--- src/rtl/fetch_pkg.sv ---
// Fetch stage shared types and constants.
// Widths, reset PC, NOP encoding and PC stride.
package fetch_pkg;

  localparam int DEF_ADDR_W = 8;
  localparam int DEF_INSTR_W = 32;
  localparam logic [7:0] DEF_RESET_PC = 8'h00;
  localparam logic [31:0] NOP_INSTR = 32'h0000_0013;
  localparam int PC_STEP = 4;
  localparam int CNT_W = 16;

endpackage

--- src/rtl/fetch_if.sv ---
// Fetch stage bus: ROM port, redirect, decode handshake.
// master = fetch stage, slave = surrounding core/bench.
interface fetch_if #(
  parameter int ADDR_W = 8,
  parameter int INSTR_W = 32
);

  logic [ADDR_W-1:0]  imem_addr;
  logic [INSTR_W-1:0] imem_data;
  logic               redirect_valid;
  logic [ADDR_W-1:0]  redirect_pc;
  logic               out_valid;
  logic               out_ready;
  logic [INSTR_W-1:0] out_instr;
  logic [ADDR_W-1:0]  out_pc;
  logic               misalign_err;
  logic [15:0]        fetch_count;

  modport master (
    output imem_addr,
    input  imem_data,
    input  redirect_valid,
    input  redirect_pc,
    output out_valid,
    input  out_ready,
    output out_instr,
    output out_pc,
    output misalign_err,
    output fetch_count
  );

  modport slave (
    input  imem_addr,
    output imem_data,
    output redirect_valid,
    output redirect_pc,
    input  out_valid,
    output out_ready,
    input  out_instr,
    input  out_pc,
    input  misalign_err,
    input  fetch_count
  );

endinterface

--- src/rtl/fetch_out_reg.sv ---
// Valid/ready output slice toward decode.
// Flush kills valid but keeps the payload.
module fetch_out_reg
  import fetch_pkg::*;
#(
  parameter int ADDR_W = DEF_ADDR_W,
  parameter int INSTR_W = DEF_INSTR_W
) (
  input  logic               clk,
  input  logic               rst_n,
  input  logic               flush,
  input  logic               load,
  input  logic [INSTR_W-1:0] d_instr,
  input  logic [ADDR_W-1:0]  d_pc,
  output logic               valid,
  output logic [INSTR_W-1:0] instr,
  output logic [ADDR_W-1:0]  pc
);

  // Flush beats load; otherwise capture or hold.
  always_ff @(posedge clk or negedge rst_n) begin
    if (!rst_n) begin
      valid <= 1'b0;
      instr <= INSTR_W'(NOP_INSTR);
      pc    <= '0;
    end else if (flush) begin
      valid <= 1'b0;
    end else if (load) begin
      valid <= 1'b1;
      instr <= d_instr;
      pc    <= d_pc;
    end
  end

endmodule

--- src/rtl/fetch_unit.sv ---
// Instruction fetch: PC, ROM address, output slice,
// redirect flush, misalign pulse, transfer counter.
module fetch_unit
  import fetch_pkg::*;
#(
  parameter int ADDR_W = DEF_ADDR_W,
  parameter int INSTR_W = DEF_INSTR_W,
  parameter logic [ADDR_W-1:0] RESET_PC = ADDR_W'(DEF_RESET_PC)
) (
  input logic   clk,
  input logic   rst_n,
  fetch_if.master bus
);

  logic [ADDR_W-1:0] pc;
  logic              advance;
  logic              load;
  logic              xfer;
  logic [ADDR_W-1:0] tgt;

  assign advance = !bus.out_valid || bus.out_ready;
  assign load = !bus.redirect_valid && advance;
  assign xfer = bus.out_valid && bus.out_ready;
  assign tgt = {bus.redirect_pc[ADDR_W-1:2], 2'b00};
  assign bus.imem_addr = pc;

  // Program counter: redirect, step, or hold.
  always_ff @(posedge clk or negedge rst_n) begin
    if (!rst_n) begin
      pc <= RESET_PC;
    end else if (bus.redirect_valid) begin
      pc <= tgt;
    end else if (advance) begin
      pc <= pc + ADDR_W'(PC_STEP);
    end
  end

  // One-cycle pulse for a misaligned redirect target.
  always_ff @(posedge clk or negedge rst_n) begin
    if (!rst_n) begin
      bus.misalign_err <= 1'b0;
    end else begin
      bus.misalign_err <= bus.redirect_valid
                          && |bus.redirect_pc[1:0];
    end
  end

  // Saturating count of decode handshakes.
  always_ff @(posedge clk or negedge rst_n) begin
    if (!rst_n) begin
      bus.fetch_count <= '0;
    end else if (xfer && bus.fetch_count != '1) begin
      bus.fetch_count <= bus.fetch_count + 16'd1;
    end
  end

  fetch_out_reg #(
    .ADDR_W (ADDR_W),
    .INSTR_W(INSTR_W)
  ) u_out (
    .clk    (clk),
    .rst_n  (rst_n),
    .flush  (bus.redirect_valid),
    .load   (load),
    .d_instr(bus.imem_data),
    .d_pc   (pc),
    .valid  (bus.out_valid),
    .instr  (bus.out_instr),
    .pc     (bus.out_pc)
  );

endmodule

--- src/flat_wrapper.sv ---
// flat-port wrapper written by rule: the top's interface ports become plain ports
module fetch_unit_flat import fetch_pkg::*;
#(
  parameter int ADDR_W = DEF_ADDR_W,
  parameter int INSTR_W = DEF_INSTR_W,
  parameter logic [ADDR_W-1:0] RESET_PC = ADDR_W'(DEF_RESET_PC)
)
  (clk, rst_n, bus_imem_addr, bus_imem_data, bus_redirect_valid, bus_redirect_pc, bus_out_valid, bus_out_ready, bus_out_instr, bus_out_pc, bus_misalign_err, bus_fetch_count);
  fetch_if #(.ADDR_W(ADDR_W), .INSTR_W(INSTR_W)) bus_i ();
  input logic clk;
  input logic rst_n;
  output wire logic [$bits(bus_i.imem_addr)-1:0] bus_imem_addr;
  input wire logic [$bits(bus_i.imem_data)-1:0] bus_imem_data;
  input wire logic [$bits(bus_i.redirect_valid)-1:0] bus_redirect_valid;
  input wire logic [$bits(bus_i.redirect_pc)-1:0] bus_redirect_pc;
  output wire logic [$bits(bus_i.out_valid)-1:0] bus_out_valid;
  input wire logic [$bits(bus_i.out_ready)-1:0] bus_out_ready;
  output wire logic [$bits(bus_i.out_instr)-1:0] bus_out_instr;
  output wire logic [$bits(bus_i.out_pc)-1:0] bus_out_pc;
  output wire logic [$bits(bus_i.misalign_err)-1:0] bus_misalign_err;
  output wire logic [$bits(bus_i.fetch_count)-1:0] bus_fetch_count;
  assign bus_imem_addr = bus_i.imem_addr;
  assign bus_i.imem_data = bus_imem_data;
  assign bus_i.redirect_valid = bus_redirect_valid;
  assign bus_i.redirect_pc = bus_redirect_pc;
  assign bus_out_valid = bus_i.out_valid;
  assign bus_i.out_ready = bus_out_ready;
  assign bus_out_instr = bus_i.out_instr;
  assign bus_out_pc = bus_i.out_pc;
  assign bus_misalign_err = bus_i.misalign_err;
  assign bus_fetch_count = bus_i.fetch_count;
  fetch_unit #(.ADDR_W(ADDR_W), .INSTR_W(INSTR_W), .RESET_PC(RESET_PC)) u_core (.clk(clk), .rst_n(rst_n), .bus(bus_i));
endmodule
--- config.mk ---
export PLATFORM = sky130hd
export DESIGN_NAME = fetch_unit_flat
export DESIGN_NICKNAME = d
export VERILOG_FILES = /design/src/rtl/fetch_pkg.sv /design/src/rtl/fetch_if.sv /design/src/rtl/fetch_out_reg.sv /design/src/rtl/fetch_unit.sv /design/src/flat_wrapper.sv
export SDC_FILE = /design/constraint.sdc
export NUM_CORES = 1
export LEC_CHECK = 0
export ABC_AREA = 1
export BUFFER_PORTS_ARGS = -buffer_cell sky130_fd_sc_hd__buf_4
export CAP_MARGIN = 20
export CORE_UTILIZATION = 45
export CTS_CLUSTER_SIZE = 8
export DETAILED_ROUTE_END_ITERATION = 8
export PLACE_DENSITY = 0.82
export SYNTH_ARGS = -nofsm -noshare
export SYNTH_HDL_FRONTEND = slang
export SYNTH_HIERARCHICAL = 1
export SYNTH_SLANG_ARGS = --single-unit
--- constraint.sdc ---
create_clock -name clk -period 1.5 [get_ports clk]
set_input_delay 0.15 -clock clk [delete_from_list [all_inputs] [get_ports clk]]
set_output_delay 0.15 -clock clk [all_outputs]
set_load 0.02 [all_outputs]
Word-level counts from Yosys, hierarchy flattened
Index checks and enable logic that the tools add are counted.
Word-level totals
  register bits after elaboration: 66
  bits of input ports: 44
  output and inout port bits: 66
  word-level logic and storage cells: 25
Operators by class
  add/subtract/negate cells: 2
  equal/unequal tests: 1
  multiplexer cells: 4
  bitwise operators: 1
  reductions and logical operators: 11
Operators by type and width (count)
  adder 16 x 1 -> 16 bit (second input constant): 1
  2-to-1 mux 8 bit: 2
  != test 16 bit (second input constant): 1
  adder 8 x 3 -> 8 bit (second input constant): 1
  logical AND 1 bit: 4
  nonzero test 2 bit: 2
  zero test 1 bit: 2
  2-to-1 mux 1 bit: 2
  AND reduction 2 bit: 1
  OR reduction 2 bit: 1
  logical OR 1 bit: 1
  inverter 1 bit: 1

Longest topological paths before layout
  depth in word-level cells: 5
  gate-level depth with buffers: 9
  mapped depth without buffers: 8

Hierarchy
Netlist, hierarchy kept.
By module, submodules not included
  fetch_out_reg: times used 1, cells each 178, area an instance 1725.4 µm², sequential area each 1029.7 µm²
  fetch_unit: times used 1, cells each 191, area an instance 1428.9 µm², sequential area each 575.6 µm²

Worst setup path after synthesis
No wires, ideal clock.
  path type: reg2reg
  from: register u_core.bus.fetch_count[1]
  to: register u_core.bus.fetch_count[8]
  library setup time: 0.118 ns
  arrival: 1.416 ns
  data required time: 1.382 ns
  setup slack: -0.034 ns
  stages on the path, launching flop included: 10
  buffers on the path: 1
  clock period less this slack: 1.534 ns
  cell sequence: dfrtp_1 > ha_1 > inv_1 > nor2_2 > nand3_2 > nand2_2 > nand2_2 > buf_6 > nand2_2 > o21ai_2
On the way
  cells in the longest elaborated chain, start to end: 2
  elaborated cells between the ends (all ways): 3
  those cells by class: 1 x add/sub; 1 x eq/ne; 1 x reduce/logical
Ends and longest elaborated chain
  from (decl): RTL line fetch_if.sv:29  | output fetch_count
  from (signal assigned): RTL line fetch_unit.sv:53  | bus.fetch_count <= bus.fetch_count + 16'd1;
  branches (longest 2 deep; another with adder 16 x 1 -> 16 bit)
Several ways; the timed one is not identified.
A chain may end at the register's enable or synchronous reset.

Final worst setup path
  from: register u_core.u_out.valid
  to: register u_core.bus.fetch_count[12]
On the way
  cells in the longest elaborated chain, start to end: 2
Ends and longest elaborated chain
  from (decl): RTL line fetch_out_reg.sv:15  | output logic valid,
  from (signal assigned): RTL line fetch_out_reg.sv:23  | valid <= 1'b0;
  from (signal assigned): RTL line fetch_out_reg.sv:27  | valid <= 1'b0;
  from (signal assigned): RTL line fetch_out_reg.sv:29  | valid <= 1'b1;
  logical AND 1 bit: RTL line fetch_unit.sv:23  | assign xfer = bus.out_valid && bus.out_ready;
  logical AND 1 bit: RTL line fetch_unit.sv:52  | end else if (xfer && bus.fetch_count != '1) begin
No other way between the ends.

==> summary.md <==
| Metric | Value |
|---|---|
| Status | finished, final reports clean |
| Max-cap violations | 0 |
| Worst R2R Setup Slack | 0.04 ns |
| Nets | 530 |
| Die ar. | between 7000 and 8000 um^2 |
| CP arrival | approximately 1.7 ns |
| Drt total wl | 7625 um |
| Crit Path Max Fanout | 11 |
| Via/cell ratio | a little under 5 |
| Fmax achieved | just under 0.7 GHz |
| Fin. max-slew vios | 0 |
| Die outline width | between 80 and 90 um |
| Avg WL per Cell | roughly 13 um |
| Post-route minimum period | ~1.5 ns |
| Cells after synthesis | 369 |
| Number of global-route vias before repair | 2,820 |
| Worst path buffer plus inverter count | 2 |
| Sinks on Clock Net | 64 |
| Worst-path clk slew | ~0.070 ns |
| Synthesis-stage register bit count | 64 |
| Number of port buffers | approximately 110 |
| Worst hold path class | input pin to flop |
| Critical path class | flop to flop |
| Synth area leaders | dfrtp_1 (48%), nand2_1 (15%), nand3_1 (9.2%) |
| First-pass DRT Iterations | 4 |
| Final Power | ~5.4 mW |
| Pwr Density | 1272 nW/um^2 |
| Yosys top cell area share | 0.4839 |
| Remaining Overflow, GRT | 0 |
| CTS root buf | clkbuf_8 |
| Design Area, Final | around 4200 um^2 |
| Final ANT Viol Nets | 0 |
| Drt drc | 0 |
| Via Count | about 2,800 |
| CP endpoint kind | flop |
| Initial DRC count | 179 |
| Largest net degree at the start of global routing | 42 |
| ANT cells | 0 |
| Most frequent cells in the layout | nand2_1 (130), buf_4 (115), dfrtp_1 (59), nand3_1 (58), nor2_1 (19) |
| Startpoint types | flop |
| Layout cells sized above 1 | 0.3436 |
| Gr usage total | 0.2236 |
| Crit-path slowest cell | dfrtp_1 |
| Placed Area | 4033 um^2 |
| Post-synth top area cell | dfrtp_1 |
| Setup Buffers After CTS | 0 |
| Fin cells | roughly 590 |
| Dpl hpwl | ~5500 um |
| Critical path's top delay family | flip-flops |
| CTS tree | done |
| Final cycle utilization of the critical path | 0.9723 |
| Syn Area/Cell | ~8.5 um^2 |
| VDD IR max | around 0.00055 V |
| Setup Viol. Count Final | 0 |
| Die height | roughly 86 um |
| Placed Cells | between 500 and 600 |
| Critical Path Max Stage Delay | 0.41 ns |
| CTS buffer count | 9 |
| Final hold violations | 0 |
| Final GP Congestion | slightly below 0.9 |
| Leakage power | around 2.2 nW |
| Mapped Area | roughly 3200 um^2 |
| Req. time, crit path | around 1.7 ns |
| H-Tree Depth | 3 |
| Post-synthesis cell type count | 29 |
| Syn. warnings | 6 |
| Leading cell type in the layout, fill and taps excluded | nand2_1 |
| Worst-path cell chain | nand2_1 > inv_1 > o21ai_2 > buf_4 > nor2_1 > xor2_1 |
| Boundary pin count | 110 |
| P&R area growth vs syn | 34.39% |
| Dpl ws | -0.007716 ns |
| RSZ-0062 raised after global routing | true |
| Final setup margin | 0.04151 ns |
| First-pass GRT wire length | 12,830 um |
| Core ar. | ~6800 um^2 |
| Starting Density | 0.4643 |
| CTS Buffer Depth | 2 |
| Antenna violations before repair | 0 |
| Sequential cell area fraction in the yosys report | 0.5089 |
| Skew final | roughly 0.010 ns |
| Skew-Pair Late Insertion Delay | 0.33 ns |
| Floorplan row count | 30 |
[kinds of logic (layout without fill, tap and decap cells)]
group,Yosys count,count (layout),synth area share
flops,64,64,0.5089
buf+inv,38,155,0.08251
simple gates,236,236,0.3320
xor+xnor,11,11,0.03054
fa+ha+maj,2,2,0.007932
compound gates,17,17,0.03689
other cells,1,4,0.001189
[report_power, final]
group / total, mW / switching (mW) / internal [mW]
clock network: 1.30 / 0.607 / 0.692
registers: 2.30 / 0.262 / 2.04
logic: 1.79 / 1.02 / 0.767
total: 5.39 / 1.89 / 3.50
[registers in the layout (all words and copies together), names as in the netlist]
name                     cells
u_core/bus.misalign_err      1
u_core/u_out/instr          32
u_core/bus.imem_addr         6
u_core/u_out/valid           1
u_core/u_out/pc              8
u_core/bus.fetch_count      16
[per-stage QoR]
stage          utilization  hold slack [ns]   TNS (ns)
2_1_floorplan            -          -0.1456          0
3_3_place_gp        0.5936          0.08556          0
3_5_place_dp        0.5936          0.09529  -0.007716
4_1_cts             0.6210          0.01962          0
5_1_grt             0.6239          0.02800   -0.05057
6_report            0.6239          0.03995          0
[worst register-to-register path: cells and delay by family, from the launching register on]
kind            cells  cell delay, ns
flops               1            0.41
buf+inv             2            0.37
compound gates      1            0.14
simple gates        2            0.30
xor+xnor            1            0.15
[repair_timing]
action / 4_1_cts / 5_1_grt
cloned: 0 / 0
gates resized for setup: 1 / 5
setup endpoints to repair: 6 / 52
endpoints found under the hold margin: 22 / 0
hold buffers: 1 / 0
[cell usage after synthesis, drive strengths merged]
master / n
a21oi: 2
a22oi: 2
a31oi: 1
buf: 18
clkbuf: 1
conb: 1
dfrtp: 61
dfstp: 3
ha: 2
inv: 19
nand2: 149
nand3: 59
nand3b: 1
nand4: 4
nor2: 22
o211ai: 1
o21ai: 11
or2: 1
xnor2: 1
xor2: 10
[worst paths after layout]
check | to | startpoint | depth (start not counted)
min reg2reg | u_core/u_out/instr[0]$_DFFE_PN1P_ | u_core/u_out/instr[0]$_DFFE_PN1P_ | 2
max | u_core/bus.fetch_count[12]$_DFFE_PN0P_ | u_core/u_out/valid$_DFFE_PN0P_ | 6
min | u_core/bus.misalign_err$_DFF_PN0_ | bus_redirect_pc[0] | 3
max reg2reg | u_core/bus.fetch_count[12]$_DFFE_PN0P_ | u_core/u_out/valid$_DFFE_PN0P_ | 6
min in group asynchronous | u_core/bus.fetch_count[7]$_DFFE_PN0P_ | rst_n | 2
max in group asynchronous | u_core/u_out/instr[12]$_DFFE_PN0P_ | rst_n | 3
[layout make-up]
cell class | instances | area (um^2)
Clock buffer | 15 | 166.4
Tap cell | 96 | 120.1
Inverter | 19 | 73.82
Timing Repair Buffer | 120 | 944.7
Multi-Input combinational cell | 270 | 1321
Sequential cell | 64 | 1608
Fill cell | 594 | 2555
Clock inverter | 1 | 5.005
[per-layer routing]
| layer | share of wire | wire length [um] | vias to the layer above | global-route usage |
|---|---|---|---|---|
| li1 | - | - | 1404 | - |
| met2 | 0.51 | 3897 | 94 | 0.3862 |
| met4 | 0.015 | 118 | 0 | 0.1030 |
| met1 | 0.42 | 3219 | 1338 | 0.2715 |
| met5 | 0 | 0 | - | 0 |
| met3 | 0.051 | 391 | 10 | 0.04235 |
Note: power is estimated with default switching activity, not from simulation.
